$ cat src/rtl/pong_pkg.sv
// pong_pkg: shared state, sound-event and winner codes for the pong engine
package pong_pkg;
    typedef enum logic [2:0] {ST_IDLE, ST_SERVE, ST_RUN, ST_GOAL, ST_OVER} state_t;
    localparam logic [1:0] SND_NONE   = 2'b00;
    localparam logic [1:0] SND_WALL   = 2'b01;
    localparam logic [1:0] SND_PADDLE = 2'b10;
    localparam logic [1:0] SND_GOAL   = 2'b11;
    localparam logic [1:0] WIN_NONE   = 2'b00;
    localparam logic [1:0] WIN_P1     = 2'b01;
    localparam logic [1:0] WIN_P2     = 2'b10;
    localparam int SPD_W = 4;
endpackage

$ cat src/rtl/pong_ball_step.sv
// pong_ball_step: one frame of ball motion with wall, paddle and goal resolution
module pong_ball_step
    import pong_pkg::*;
#(
    parameter int H_RES     = 640,
    parameter int V_RES     = 480,
    parameter int BALL_SIZE = 8,
    parameter int PAD_W     = 8,
    parameter int PAD_H     = 64,
    parameter int PAD1_X    = 32,
    parameter int PAD2_X    = 600,
    parameter int SPEED_MAX = 6
) (
    input  logic [9:0]       i_x,
    input  logic [9:0]       i_y,
    input  logic             i_vx_neg,
    input  logic             i_vy_up,
    input  logic [SPD_W-1:0] i_speed,
    input  logic [9:0]       i_pos1,
    input  logic [9:0]       i_pos2,
    output logic [9:0]       o_x,
    output logic [9:0]       o_y,
    output logic             o_vx_neg,
    output logic             o_vy_up,
    output logic [SPD_W-1:0] o_speed,
    output logic             o_wall,
    output logic             o_pad,
    output logic             o_goal1,
    output logic             o_goal2
);
    localparam logic signed [10:0] L_BOT   = 11'(V_RES - BALL_SIZE);
    localparam logic signed [10:0] L_P1E   = 11'(PAD1_X + PAD_W);
    localparam logic signed [10:0] L_P2E   = 11'(PAD2_X - BALL_SIZE);
    localparam logic signed [10:0] L_RIGHT = 11'(H_RES - BALL_SIZE);
    localparam logic signed [11:0] L_BS    = 12'(BALL_SIZE);
    localparam logic signed [11:0] L_PH    = 12'(PAD_H);
    localparam logic [SPD_W-1:0]   L_SMAX  = SPD_W'(SPEED_MAX);

    logic signed [10:0] w_x, w_y, w_spd, w_nx_raw, w_ny_raw, w_ny, w_nx;
    logic signed [11:0] w_ny12, w_p1, w_p2;
    logic               w_top, w_bot, w_y1, w_y2, w_hit1, w_hit2, w_hit;

    assign w_x      = $signed({1'b0, i_x});
    assign w_y      = $signed({1'b0, i_y});
    assign w_spd    = $signed({{(11 - SPD_W){1'b0}}, i_speed});
    assign w_nx_raw = i_vx_neg ? w_x - w_spd : w_x + w_spd;
    assign w_ny_raw = i_vy_up ? w_y - w_spd : w_y + w_spd;
    assign w_top    = w_ny_raw <= 11'sd0;
    assign w_bot    = w_ny_raw >= L_BOT;
    assign w_ny     = w_top ? 11'sd0 : w_bot ? L_BOT : w_ny_raw;
    // vertical overlap is tested with the wall-clamped y, in 12 bits so pos+PAD_H cannot wrap
    assign w_ny12   = {w_ny[10], w_ny};
    assign w_p1     = $signed({2'b00, i_pos1});
    assign w_p2     = $signed({2'b00, i_pos2});
    assign w_y1     = (w_ny12 + L_BS > w_p1) && (w_ny12 < w_p1 + L_PH);
    assign w_y2     = (w_ny12 + L_BS > w_p2) && (w_ny12 < w_p2 + L_PH);
    assign w_hit1   = i_vx_neg && (w_x >= L_P1E) && (w_nx_raw < L_P1E) && w_y1;
    assign w_hit2   = !i_vx_neg && (w_x <= L_P2E) && (w_nx_raw > L_P2E) && w_y2;
    assign w_hit    = w_hit1 || w_hit2;
    assign w_nx     = w_hit1 ? L_P1E : w_hit2 ? L_P2E : w_nx_raw;
    assign o_goal2  = w_nx < 11'sd0;
    assign o_goal1  = w_nx > L_RIGHT;
    assign o_x      = o_goal2 ? 10'd0 : o_goal1 ? L_RIGHT[9:0] : w_nx[9:0];
    assign o_y      = w_ny[9:0];
    assign o_vx_neg = w_hit ? ~i_vx_neg : i_vx_neg;
    assign o_vy_up  = (w_top || w_bot) ? ~i_vy_up : i_vy_up;
    assign o_speed  = !w_hit ? i_speed : (i_speed >= L_SMAX) ? L_SMAX : i_speed + 1'b1;
    assign o_wall   = w_top || w_bot;
    assign o_pad    = w_hit;
endmodule

$ cat src/rtl/pong_engine.sv
// pong_engine: per-frame pong game FSM with serve timing, scoring and sound events
module pong_engine
    import pong_pkg::*;
#(
    parameter int H_RES        = 640,
    parameter int V_RES        = 480,
    parameter int BALL_SIZE    = 8,
    parameter int PAD_W        = 8,
    parameter int PAD_H        = 64,
    parameter int PAD1_X       = 32,
    parameter int PAD2_X       = 600,
    parameter int SPEED_INIT   = 2,
    parameter int SPEED_MAX    = 6,
    parameter int SERVE_FRAMES = 60,
    parameter int WIN_SCORE    = 9
) (
    input  logic       px_clk,
    input  logic       reset,
    input  logic       frame_tick,
    input  logic       play,
    input  logic [9:0] pos_ply1,
    input  logic [9:0] pos_ply2,
    output logic [9:0] x_ball,
    output logic [9:0] y_ball,
    output logic [3:0] score1,
    output logic [3:0] score2,
    output logic       goal_ply1,
    output logic       goal_ply2,
    output logic [1:0] winner,
    output logic [1:0] snd_event,
    output logic       snd_valid
);
    localparam int                CW     = $clog2(SERVE_FRAMES + 1);
    localparam logic [CW-1:0]     L_LOAD = CW'(SERVE_FRAMES - 1);
    localparam logic [9:0]        L_CX   = 10'((H_RES - BALL_SIZE) / 2);
    localparam logic [9:0]        L_CY   = 10'((V_RES - BALL_SIZE) / 2);
    localparam logic [SPD_W-1:0]  L_SI   = SPD_W'(SPEED_INIT);
    localparam logic [3:0]        L_WIN  = 4'(WIN_SCORE);

    state_t           r_state;
    logic [CW-1:0]    r_cnt;
    logic [9:0]       r_x, r_y;
    logic             r_vx_neg, r_vy_up, r_serve_neg;
    logic [SPD_W-1:0] r_speed;
    logic [3:0]       r_score1, r_score2;
    logic [1:0]       r_winner, r_snd_event;
    logic             r_goal1, r_goal2, r_snd_valid;

    logic [9:0]       w_nx, w_ny;
    logic             w_vx_neg, w_vy_up, w_wall, w_pad, w_goal1, w_goal2;
    logic [SPD_W-1:0] w_speed;

    pong_ball_step #(
        .H_RES(H_RES), .V_RES(V_RES), .BALL_SIZE(BALL_SIZE), .PAD_W(PAD_W),
        .PAD_H(PAD_H), .PAD1_X(PAD1_X), .PAD2_X(PAD2_X), .SPEED_MAX(SPEED_MAX)
    ) u_step (
        .i_x(r_x), .i_y(r_y), .i_vx_neg(r_vx_neg), .i_vy_up(r_vy_up),
        .i_speed(r_speed), .i_pos1(pos_ply1), .i_pos2(pos_ply2),
        .o_x(w_nx), .o_y(w_ny), .o_vx_neg(w_vx_neg), .o_vy_up(w_vy_up),
        .o_speed(w_speed), .o_wall(w_wall), .o_pad(w_pad),
        .o_goal1(w_goal1), .o_goal2(w_goal2)
    );

    always_ff @(posedge px_clk or posedge reset) begin
        if (reset) begin
            r_state     <= ST_IDLE;
            r_cnt       <= '0;
            r_x         <= L_CX;
            r_y         <= L_CY;
            r_vx_neg    <= 1'b0;
            r_vy_up     <= 1'b0;
            r_serve_neg <= 1'b0;
            r_speed     <= L_SI;
            r_score1    <= '0;
            r_score2    <= '0;
            r_winner    <= WIN_NONE;
            r_goal1     <= 1'b0;
            r_goal2     <= 1'b0;
            r_snd_event <= SND_NONE;
            r_snd_valid <= 1'b0;
        end else begin
            r_goal1     <= 1'b0;
            r_goal2     <= 1'b0;
            r_snd_event <= SND_NONE;
            r_snd_valid <= 1'b0;
            if (frame_tick) begin
                case (r_state)
                    ST_IDLE: if (play) begin
                        r_state <= ST_SERVE;
                        r_cnt   <= L_LOAD;
                    end
                    ST_SERVE: if (r_cnt == '0) begin
                        r_state  <= ST_RUN;
                        r_speed  <= L_SI;
                        r_vy_up  <= 1'b0;
                        r_vx_neg <= r_serve_neg;
                    end else begin
                        r_cnt <= r_cnt - 1'b1;
                    end
                    ST_RUN: begin
                        r_x         <= w_nx;
                        r_y         <= w_ny;
                        r_vx_neg    <= w_vx_neg;
                        r_vy_up     <= w_vy_up;
                        r_speed     <= w_speed;
                        r_goal1     <= w_goal1;
                        r_goal2     <= w_goal2;
                        r_snd_valid <= w_goal1 || w_goal2 || w_pad || w_wall;
                        r_snd_event <= (w_goal1 || w_goal2) ? SND_GOAL :
                                       w_pad ? SND_PADDLE : w_wall ? SND_WALL : SND_NONE;
                        // next serve heads toward whoever just conceded
                        if (w_goal1) begin
                            r_score1    <= r_score1 + 4'd1;
                            r_serve_neg <= 1'b0;
                            r_state     <= ST_GOAL;
                        end
                        if (w_goal2) begin
                            r_score2    <= r_score2 + 4'd1;
                            r_serve_neg <= 1'b1;
                            r_state     <= ST_GOAL;
                        end
                    end
                    ST_GOAL: begin
                        r_x <= L_CX;
                        r_y <= L_CY;
                        if (r_score1 == L_WIN || r_score2 == L_WIN) begin
                            r_state  <= ST_OVER;
                            r_winner <= (r_score1 == L_WIN) ? WIN_P1 : WIN_P2;
                        end else begin
                            r_state <= ST_SERVE;
                            r_cnt   <= L_LOAD;
                        end
                    end
                    ST_OVER: if (play) begin
                        r_score1 <= '0;
                        r_score2 <= '0;
                        r_winner <= WIN_NONE;
                        r_state  <= ST_SERVE;
                        r_cnt    <= L_LOAD;
                    end
                    default: r_state <= ST_IDLE;
                endcase
            end
        end
    end

    assign x_ball    = r_x;
    assign y_ball    = r_y;
    assign score1    = r_score1;
    assign score2    = r_score2;
    assign winner    = r_winner;
    assign goal_ply1 = r_goal1;
    assign goal_ply2 = r_goal2;
    assign snd_event = r_snd_event;
    assign snd_valid = r_snd_valid;
endmodule
$ cat config.mk
export PLATFORM = sky130hd
export DESIGN_NAME = pong_engine
export DESIGN_NICKNAME = d
export VERILOG_FILES = /design/src/rtl/pong_pkg.sv /design/src/rtl/pong_ball_step.sv /design/src/rtl/pong_engine.sv
export SDC_FILE = /design/constraint.sdc
export NUM_CORES = 1
export LEC_CHECK = 0
export BUFFER_PORTS_ARGS = -buffer_cell sky130_fd_sc_hd__clkbuf_2
export CAP_MARGIN = 10
export CORE_UTILIZATION = 36
export CTS_CLUSTER_DIAMETER = 30
export CTS_CLUSTER_SIZE = 16
export DETAILED_ROUTE_END_ITERATION = 8
export PLACE_DENSITY_LB_ADDON = 0.3
export SYNTH_ARGS = -nofsm -noshare
export SYNTH_HDL_FRONTEND = slang
export SYNTH_HIERARCHICAL = 1
export SYNTH_SLANG_ARGS = --single-unit
$ cat constraint.sdc
create_clock -name px_clk -period 8.1 [get_ports px_clk]
set_clock_uncertainty 0.05 [all_clocks]
set_input_delay 0.81 -clock px_clk [delete_from_list [all_inputs] [get_ports px_clk]]
set_output_delay 0.81 -clock px_clk [all_outputs]
set_load 0.01 [all_outputs]
# Word level (Yosys, flattened, before mapping)
# Index checks and enable logic that the tools add are counted.
# totals
ff_bits,51
input_bits,24
wordCells,143
# classes
addsub,11
n_lt_le_gt_ge,13
n_eq_ne,17
n_mux,52
bitwise,2
n_reduce_logical,33
# ops
op,count
$mux W11,6
$pmux W10 S2,2
$gt A12 B11 Y1,2
$lt A11 B12 Y1,2
$mux W4,6
$pmux W4 S2,3
$reduce_and A4 Y1,6
$add A10 B4 Y11,2
$add A10 B7 Y11 const B,2
$gt A11 B11 Y1 const B,2
$sub A10 B4 Y11,2
$mux W10,2
$mux W6,3
$pmux W6 S3,1
$mux W3,5
$mux W2,7
$mux W1,13
$add A11 B5 Y12 const B,1
$add A4 B1 Y4 const B,3
$ne A2 B2 Y1 const B,6
$pmux W3 S4,1
$ge A11 B10 Y1 const B,1
$le A11 B1 Y1 const B,1
$lt A11 B1 Y1 const B,1
25 further kinds,48

# Depth between registers and ports, before layout
# Gate-level depths: netlist of the first run.
# depth
depth_word,17
depth_mapped,31
depth_no_buf,30

# By module
# The synthesis of the first run kept the hierarchy.
# by_module_without_submodules
module,instances,cells_per_inst,area_each_um2,seq_area_each_um2
pong_ball_step,1,389,2728.9,0.0
pong_engine,1,253,2443.6,1290.0

# Worst setup path before layout of the first run
# Ideal clock, no wire load.
# synth_path
path_kind,register to register
from,register r_speed[1]
to,register r_state[0]
setup_ps,139
t_arrival_ps,6368
t_required_ps,7911
slack_ps,1543
path_stages_with_launch,29
n_path_buf,1
synth_period_minus_slack_ps,6557
path_cell_list,dfstp_2 -> inv_1 -> ha_1 -> mux2i_1 -> fa_1 -> a211oi_1 -> nor2_1 -> xnor2_1 -> or2_2 -> a211oi_1 -> a31oi_4 -> a21oi_1 -> ha_1 -> nand2_1 -> xnor2_1 -> a21oi_1 -> ha_1 -> nand2_1 -> nor2_1 -> a221o_1 -> a2111oi_0 -> o2111a_2 -> or2_1 -> buf_2 -> nor2_1 -> nor4b_2 -> a21boi_1 -> and3_1 -> or4_1
# synth_via
elab_chain_len,14
# synth_lines
element,line_no,text
start: declaration,pong_engine.sv:44,logic [SPD_W-1:0] r_speed;
start signal: assignment,pong_engine.sv:105,r_speed <= w_speed;
$add A10 B4 Y11 or $sub A10 B4 Y11 (tied branches),pong_ball_step.sv:47,assign w_ny_raw = i_vy_up ? w_y - w_spd : w_y + w_spd;
$mux W11 *,pong_ball_step.sv:47,
$ge A11 B10 Y1,pong_ball_step.sv:49,assign w_bot = w_ny_raw >= L_BOT;
$mux W11,pong_ball_step.sv:50,assign w_ny = w_top ? 11'sd0 : w_bot ? L_BOT : w_ny_raw;
$mux W11 *,pong_ball_step.sv:50,
named net w_ny[3],pong_engine.sv:49,"logic [9:0] w_nx, w_ny;"
$add A11 B5 Y12,"pong_ball_step.sv:55, pong_ball_step.sv:56",
$gt A12 B11 Y1,pong_ball_step.sv:56,assign w_y2 = (w_ny12 + L_BS > w_p2) && (w_ny12 < w_p2 + L_PH);
$logic_and A1 B1 Y1,pong_ball_step.sv:56,
$logic_and A1 B1 Y1,pong_ball_step.sv:58,assign w_hit2 = !i_vx_neg && (w_x <= L_P2E) && (w_nx_raw > L_P2E) && w_y2;
$mux W11,pong_ball_step.sv:60,assign w_nx = w_hit1 ? L_P1E : w_hit2 ? L_P2E : w_nx_raw;
$mux W11 *,pong_ball_step.sv:60,
$gt A11 B11 Y1 *,pong_ball_step.sv:62,assign o_goal1 = w_nx > L_RIGHT;
named net w_goal1,pong_engine.sv:50,"logic w_vx_neg, w_vy_up, w_wall, w_pad, w_goal1, w_goal2;"
$ne A3 B1 Y1 (no line) *,-,
$reduce_and A4 Y1 (no line) *,-,
end signal: assignment,pong_engine.sv:66,r_state <= ST_IDLE;
end signal: assignment,pong_engine.sv:89,r_state <= ST_SERVE;
end signal: assignment,pong_engine.sv:93,r_state <= ST_RUN;
end: declaration,pong_engine.sv:40,state_t r_state;
# Mark *: on every way through the listed nets, which the timed path passes. The rest lies on a longest branch.
# A chain may end at the register's enable or synchronous reset.

# Final worst setup path of the first run
# Ends and elaborated chain as after synthesis.

==> results of run 1 <==
layout make-up:
class | instances | share of cell area (%)
multi-input combinational | 525 | 62.5
sequential | 51 | 22.3
timing repair buffer | 60 | 5.27
tap | 180 | 3.89
inverter | 53 | 3.44
clock buffer | 5 | 2.16
clock inverter | 3 | 0.411
worst reg2reg max path, stage by stage (launching register included):
cell and delay (ns):
dfstp_2 0.63, inv_1 0.06, ha_1 0.33, mux2i_1 0.13, fa_1 0.46, a211oi_1 0.40, nor2_1 0.11, xnor2_1 0.17
or2_2 0.30, a211oi_1 0.38, a31oi_4 0.22, a21oi_1 0.41, ha_1 0.26, nand2_1 0.07, xnor2_1 0.12, a21oi_1 0.27
ha_1 0.30, nand2_1 0.08, nor2_1 0.06, a221o_1 0.31, a2111oi_1 0.37, o2111a_2 0.35, or2_1 0.29, nor2_1 0.17
nor4b_2 0.23, a21boi_1 0.13, and3_1 0.18, or4_1 0.49
cell usage in the layout (no fill, tap or decap), types with 15 or more instances in the layout:
cell type	n
a21oi_1	36
clkbuf_2	58
dfrtp_1	40
ha_1	66
inv_1	52
nand2_1	65
nand3_1	15
nor2_1	64
o21ai_0	51
xnor2_1	22
stage by stage:
| step | area [um^2] | instances | hold WS, ns | util [%] | setup WS (ns) |
|---|---|---|---|---|---|
| floorplan | 5190 | 646 | 0.396 | - | 1.54 |
| global placement | 5640 | 869 | 0.420 | 40.5 | 0.857 |
| detailed placement | 5640 | 869 | 0.432 | 40.5 | 0.606 |
| CTS | 5790 | 877 | 0.452 | 41.5 | 0.571 |
| global route | 5790 | 877 | 0.488 | 41.5 | 0.0322 |
| finish | 5790 | 877 | 0.447 | 41.5 | 0.635 |
timing repair:
| action | in CTS | in global routing |
|---|---|---|
| setup endpoints to repair | 0 | 5 |
| resized for setup | 0 | 1 |
| hold buffers | 0 | 0 |
worst paths after layout:
check	end	start	cells past startpoint
max	r_state[0]$_DFFE_PP0P_	r_speed[1]$_DFFE_PP1P_	27
min	r_serve_neg$_DFFE_PP0P_	r_serve_neg$_DFFE_PP0P_	1
max reg2reg	r_state[0]$_DFFE_PP0P_	r_speed[1]$_DFFE_PP1P_	27
max in group asynchronous	r_state[1]$_DFFE_PP0P_	reset	3
min in group asynchronous	goal_ply1$_DFF_PP0_	reset	3
min reg2reg	r_serve_neg$_DFFE_PP0P_	r_serve_neg$_DFFE_PP0P_	1
layer usage:
layer  up-vias  global-route usage [%]
met3        16                    2.39
met5         -                       0
met4         0                    5.02
li1       2412                       -
met1      2267                    24.1
met2       106                    34.2
registers in the layout (all words and copies together) (netlist names), 3 cells and up:
register / count
score1: 4
r_state: 3
r_cnt: 6
r_speed: 4
score2: 4
y_ball: 10
x_ball: 10
cell families after synthesis:
logic type / after synthesis / share of synthesized area [%]
and+or+nand+nor: 230 / 22.2
AOI/OAI and AO/OA: 184 / 23.9
buffers and inverters: 70 / 5.39
adders and majority gates: 68 / 16.7
DFF: 51 / 24.9
xor gates and xnor gates: 29 / 4.91
muxes: 9 / 1.86
other: 1 / 0.0725
==> flow_metrics.env, run 1 <==
export IMPL_fillers=1400
export IMPL_drc=0
export IMPL_grt_antenna_before_repair=0
export IMPL_areaGrowthSynthToFinish_pct=11.9
export IMPL_status="finished clean"
export IMPL_tns_ns=0
export IMPL_synthFlopType="dfrtp_1"
export IMPL_hpwl_um=10800
export IMPL_grt_overflow=0
export IMPL_async_flop_share_pct=100
export IMPL_grt_first_pass_wirelength_um=22500
export IMPL_core_area_um2=13900
export IMPL_antennaDiodeCount=0
export IMPL_post_cts_buffers=0
export IMPL_cp_max_fo=11
export IMPL_multi_input_area_um2=3620
export IMPL_rows=43
export IMPL_num_io_pins=59
export IMPL_period_minus_slack_ns=7.47
export IMPL_holdCritPathClass="register to register"
export IMPL_synth_area_leader_cell="dfrtp_1"
export IMPL_cts_buffers=5
export IMPL_cts_root_buf="clkbuf_16"
export IMPL_ys_types=73
export IMPL_finalHoldViolations=0
export IMPL_clk_pin_slew_ns=0.07
export IMPL_routed_top_layer="met4"
export IMPL_crit_path_end_kind="register"
export IMPL_synth_top_cells_by_count="66 x ha_1, 65 x nand2_1, 64 x nor2_1"
export IMPL_start_kind="register"
export IMPL_clock_latency_ns=0.30
export IMPL_finalWirelength_um=13700
export IMPL_cp_required_ns=8.22
export IMPL_synth_most_common_cell="ha_1"
export IMPL_synthesis_area_um2=5170
export IMPL_synth_top_area_share_pct=19.4
export IMPL_cts_tree="yes"
export IMPL_syn_inst=642
export IMPL_wl_met1_um=6230
export IMPL_critical_path_class="register to register"
export IMPL_grt_max_degree=52
export IMPL_report_final_slew_viol_count=0
export IMPL_cpPeakStageDelay_ns=0.63
export IMPL_h_tree_depth=2
export IMPL_slew_limit_headroom_pct=26.2
export IMPL_dr_wl_met3_um=558
export IMPL_worst_ep_arrival_time_ns=7.58
export IMPL_fin_nets=788
export IMPL_crit_slowest_cell="dfstp_2"
export IMPL_drt_iter0_markers=247
export IMPL_cp_top_family="compound AO/OA/AOI/OAI gates"
export IMPL_finalSetupViolCount=0
export IMPL_r2r_slack_ns=0.63
export IMPL_timing_fmax_mhz=134
export IMPL_regArea_um2=1290
export IMPL_vias=4801
export IMPL_synth_edf_count=0
export IMPL_drive_above_1_share_pct=15.4
export IMPL_port_buffers=58
export IMPL_clock_path_buffers=2
export IMPL_cts_sinks=51
export IMPL_yosysSeqAreaShare_pct=24.9
export IMPL_tightestPinTransition_ns=1.10
export IMPL_place_congestion=0.958
export IMPL_wl_per_cell_um=15.6
export IMPL_synth_seq_cells=51
export IMPL_die_h_um=122
export IMPL_synth_area_leaders="dfrtp_1 19%, ha_1 16%, dfstp_2 5.6%"
export IMPL_start_util_pct=37.1
export IMPL_rsz0062_at_grt="false"
export IMPL_post_drt_via_cell_ratio=5.47
export IMPL_synth_warnings=6
export IMPL_avgSynthCellArea_um2=8.06
export IMPL_die_w_um=122
export IMPL_cp_num_buf_inv=1
export IMPL_drv_cap=0
export IMPL_die_area_um2=14900
export IMPL_met2WireLength_um=6680
export IMPL_period_share_pct=92.2
export IMPL_grt_total_usage_pct=19.1
export IMPL_drt_first_pass_iters=8
export IMPL_grt_pass1_vias=4690
export IMPL_postRouteAntennaNets=0
Power of run 1 is not shown: default switching activity piles up to over one toggle a cycle in this logic, so the estimate is an artifact.
==> run 2: changes to the inputs <==
--- a/config.mk
+++ b/config.mk
@@ -5,6 +5,7 @@
 export SDC_FILE = /design/constraint.sdc
 export NUM_CORES = 1
 export LEC_CHECK = 0
+export ABC_AREA = 1
 export BUFFER_PORTS_ARGS = -buffer_cell sky130_fd_sc_hd__clkbuf_2
 export CAP_MARGIN = 10
 export CORE_UTILIZATION = 36
@@ -14,5 +15,4 @@
 export PLACE_DENSITY_LB_ADDON = 0.3
 export SYNTH_ARGS = -nofsm -noshare
 export SYNTH_HDL_FRONTEND = slang
-export SYNTH_HIERARCHICAL = 1
 export SYNTH_SLANG_ARGS = --single-unit
==> run 2 against run 1 <==
Compared with the run above: wire length fell by 5.7%; core utilization rose by 1.1 points; die area fell by 2.1%; cell area fell by 0.82%; critical path depth rose by 9; non-clock buffer count did not move; first-iteration DRC count rose by 45%; register-to-register slack improved by 1.6 ns; synthesized cell count rose by 17%; fmax rose by 27%; via count rose by 1.6%; critical endpoint is now score1[2]$_DFFE_PP0P_.
==> flow_metrics.env, run 2 <==
export IMPL_finalWirelength_um=12900
export IMPL_start_kind="register"
export IMPL_clock_path_buffers=2
export IMPL_synth_compound_area_share_pct=13.1
export IMPL_report_final_slew_viol_count=0
export IMPL_synth_warnings=0
export IMPL_cp_num_buf_inv=2
export IMPL_hpwl_um=10500
export IMPL_synth_most_common_cell="nand2_1"
export IMPL_place_congestion=0.920
export IMPL_grt_first_pass_wirelength_um=21500
export IMPL_syn_inst=754
export IMPL_hold_buffers=0
export IMPL_finalHoldViolations=0
export IMPL_cts_root_buf="clkbuf_16"
export IMPL_synth_top_family_by_area="simple AND/OR/NAND/NOR gates"
export IMPL_cpPeakStageDelay_ns=0.58
export IMPL_status="finished clean"
export IMPL_num_io_pins=59
export IMPL_port_buffers=58
export IMPL_rsz0062_at_grt="false"
export IMPL_synth_top_cells_by_count="198 x nand2_1, 135 x inv_1, 67 x ha_1"
export IMPL_synth_edf_count=0
export IMPL_grt_pass1_vias=4394
export IMPL_drive_above_1_share_pct=14.2
export IMPL_h_tree_depth=2
export IMPL_cp_max_fo=7
export IMPL_crit_path_end_kind="register"
export IMPL_drv_cap=0
export IMPL_synth_area_leader_cell="dfrtp_1"
export IMPL_drc=0
export IMPL_die_h_um=121
export IMPL_synthAdderAreaFrac_pct=17.4
export IMPL_finalSetupViolCount=0
export IMPL_ys_types=41
export IMPL_yosysSeqAreaShare_pct=25.5
export IMPL_start_util_pct=37.6
export IMPL_holdCritPathClass="register to register"
export IMPL_antennaDiodeCount=0
export IMPL_worst_ep_arrival_time_ns=6.08
export IMPL_synthSimpleGateAreaFrac_pct=31.1
export IMPL_cp_top_family="simple AND/OR/NAND/NOR gates"
export IMPL_synth_area_leaders="dfrtp_1 20%, ha_1 17%, nand2_1 15%"
export IMPL_vias=4876
export IMPL_post_cts_buffers=0
export IMPL_grt_overflow=0
export IMPL_areaGrowthSynthToFinish_pct=13.4
export IMPL_drt_iter0_markers=359
export IMPL_grt_max_degree=52
export IMPL_fin_nets=915
export IMPL_crit_slowest_cell="dfstp_2"
export IMPL_critical_path_class="register to register"
export IMPL_synthesis_area_um2=5060
export IMPL_post_drt_via_cell_ratio=4.88
export IMPL_r2r_slack_ns=2.21
export IMPL_cts_tree="yes"
export IMPL_die_w_um=121
export IMPL_drt_first_pass_iters=5
export IMPL_grt_antenna_before_repair=0
export IMPL_core_area_um2=13500
export IMPL_tightestPinTransition_ns=0.666
export IMPL_synth_top_area_share_pct=19.8
export IMPL_cts_resized=0
export IMPL_period_minus_slack_ns=5.89
export IMPL_grt_total_usage_pct=18.5
export IMPL_final_common_cell="nand2_1"
export IMPL_timing_fmax_mhz=170
export IMPL_cts_sinks=51
export IMPL_clock_latency_ns=0.30
export IMPL_layout_common_cells="198 x nand2_1, 134 x inv_1, 67 x ha_1, 58 x clkbuf_2, 56 x nand3_1"
export IMPL_period_share_pct=72.7
export IMPL_cp_common_cell="nand2_1"
export IMPL_async_flop_share_pct=100
export IMPL_synth_seq_cells=51
export IMPL_avgSynthCellArea_um2=6.71
export IMPL_synthFlopType="dfrtp_1"
export IMPL_cp_required_ns=8.29
export IMPL_rows=42
export IMPL_clk_pin_slew_ns=0.08
export IMPL_die_area_um2=14500
export IMPL_slew_limit_headroom_pct=55.6
export IMPL_postRouteAntennaNets=0
export IMPL_yosys_mux_area_fraction_pct=0
export IMPL_synthXorXnorAreaFrac_pct=2.25
export IMPL_cts_buffers=5
export IMPL_wl_per_cell_um=12.9
export IMPL_tns_ns=0
[run 2: final cells by class]
class	instances	area, um^2
Clock buffer	5	125
Clock inverter	3	23.8
Fill cell	1440	7710
Inverter	142	533
Multi-Input combinational cell	562	3240
Sequential cell	51	1290
Tap cell	176	220
Timing Repair Buffer	60	305
[run 2: metrics by stage]
step	worst slack, ns	hold slack [ns]	instance area (um^2)	std cells	util [%]
2_1_floorplan	2.98	0.392	5070	757	-
3_3_place_gp	2.26	0.433	5590	991	41.6
3_5_place_dp	2.28	0.433	5590	991	41.6
4_1_cts	2.24	0.450	5740	999	42.7
5_1_grt	1.56	0.484	5740	999	42.7
6_report	2.21	0.447	5740	999	42.7
[run 2: cell families (layout without fill, tap and decap cells)]
group,after synthesis,after routing
xor gates and xnor gates,13,13
and+or+nand+nor,356,356
adders and majority gates,69,69
DFF,51,51
buffers and inverters,144,210
AOI/OAI and AO/OA,120,120
other,1,4
[run 2: worst min-delay path, cell delays in order, from the launching register on]
cell and delay [ns]:
dfrtp_1 0.35, nand2_1 0.05, o21ai_0 0.06
[run 2: path summary, 6_finish.rpt]
path,start,endpoint,cells after the start
worst min register to register,winner[1]$_DFFE_PP0P_,winner[1]$_DFFE_PP0P_,2
worst max-delay path,r_speed[1]$_DFFE_PP1P_,score1[2]$_DFFE_PP0P_,36
min in group asynchronous,reset,r_state[1]$_DFFE_PP0P_,3
worst min-delay path,winner[1]$_DFFE_PP0P_,winner[1]$_DFFE_PP0P_,2
max in group asynchronous,reset,y_ball[0]$_DFFE_PP0P_,3
worst max register to register,r_speed[1]$_DFFE_PP1P_,score1[2]$_DFFE_PP0P_,36
[run 2: layer usage]
layer,vias up,global-route usage [%],share of wire [%]
met5,-,0,0
met4,0,3.86,0.99
met3,13,2.36,4.6
met2,120,29.2,44
met1,2188,26.9,50
li1,2555,-,-
Power of run 2 is left out for the same reason.
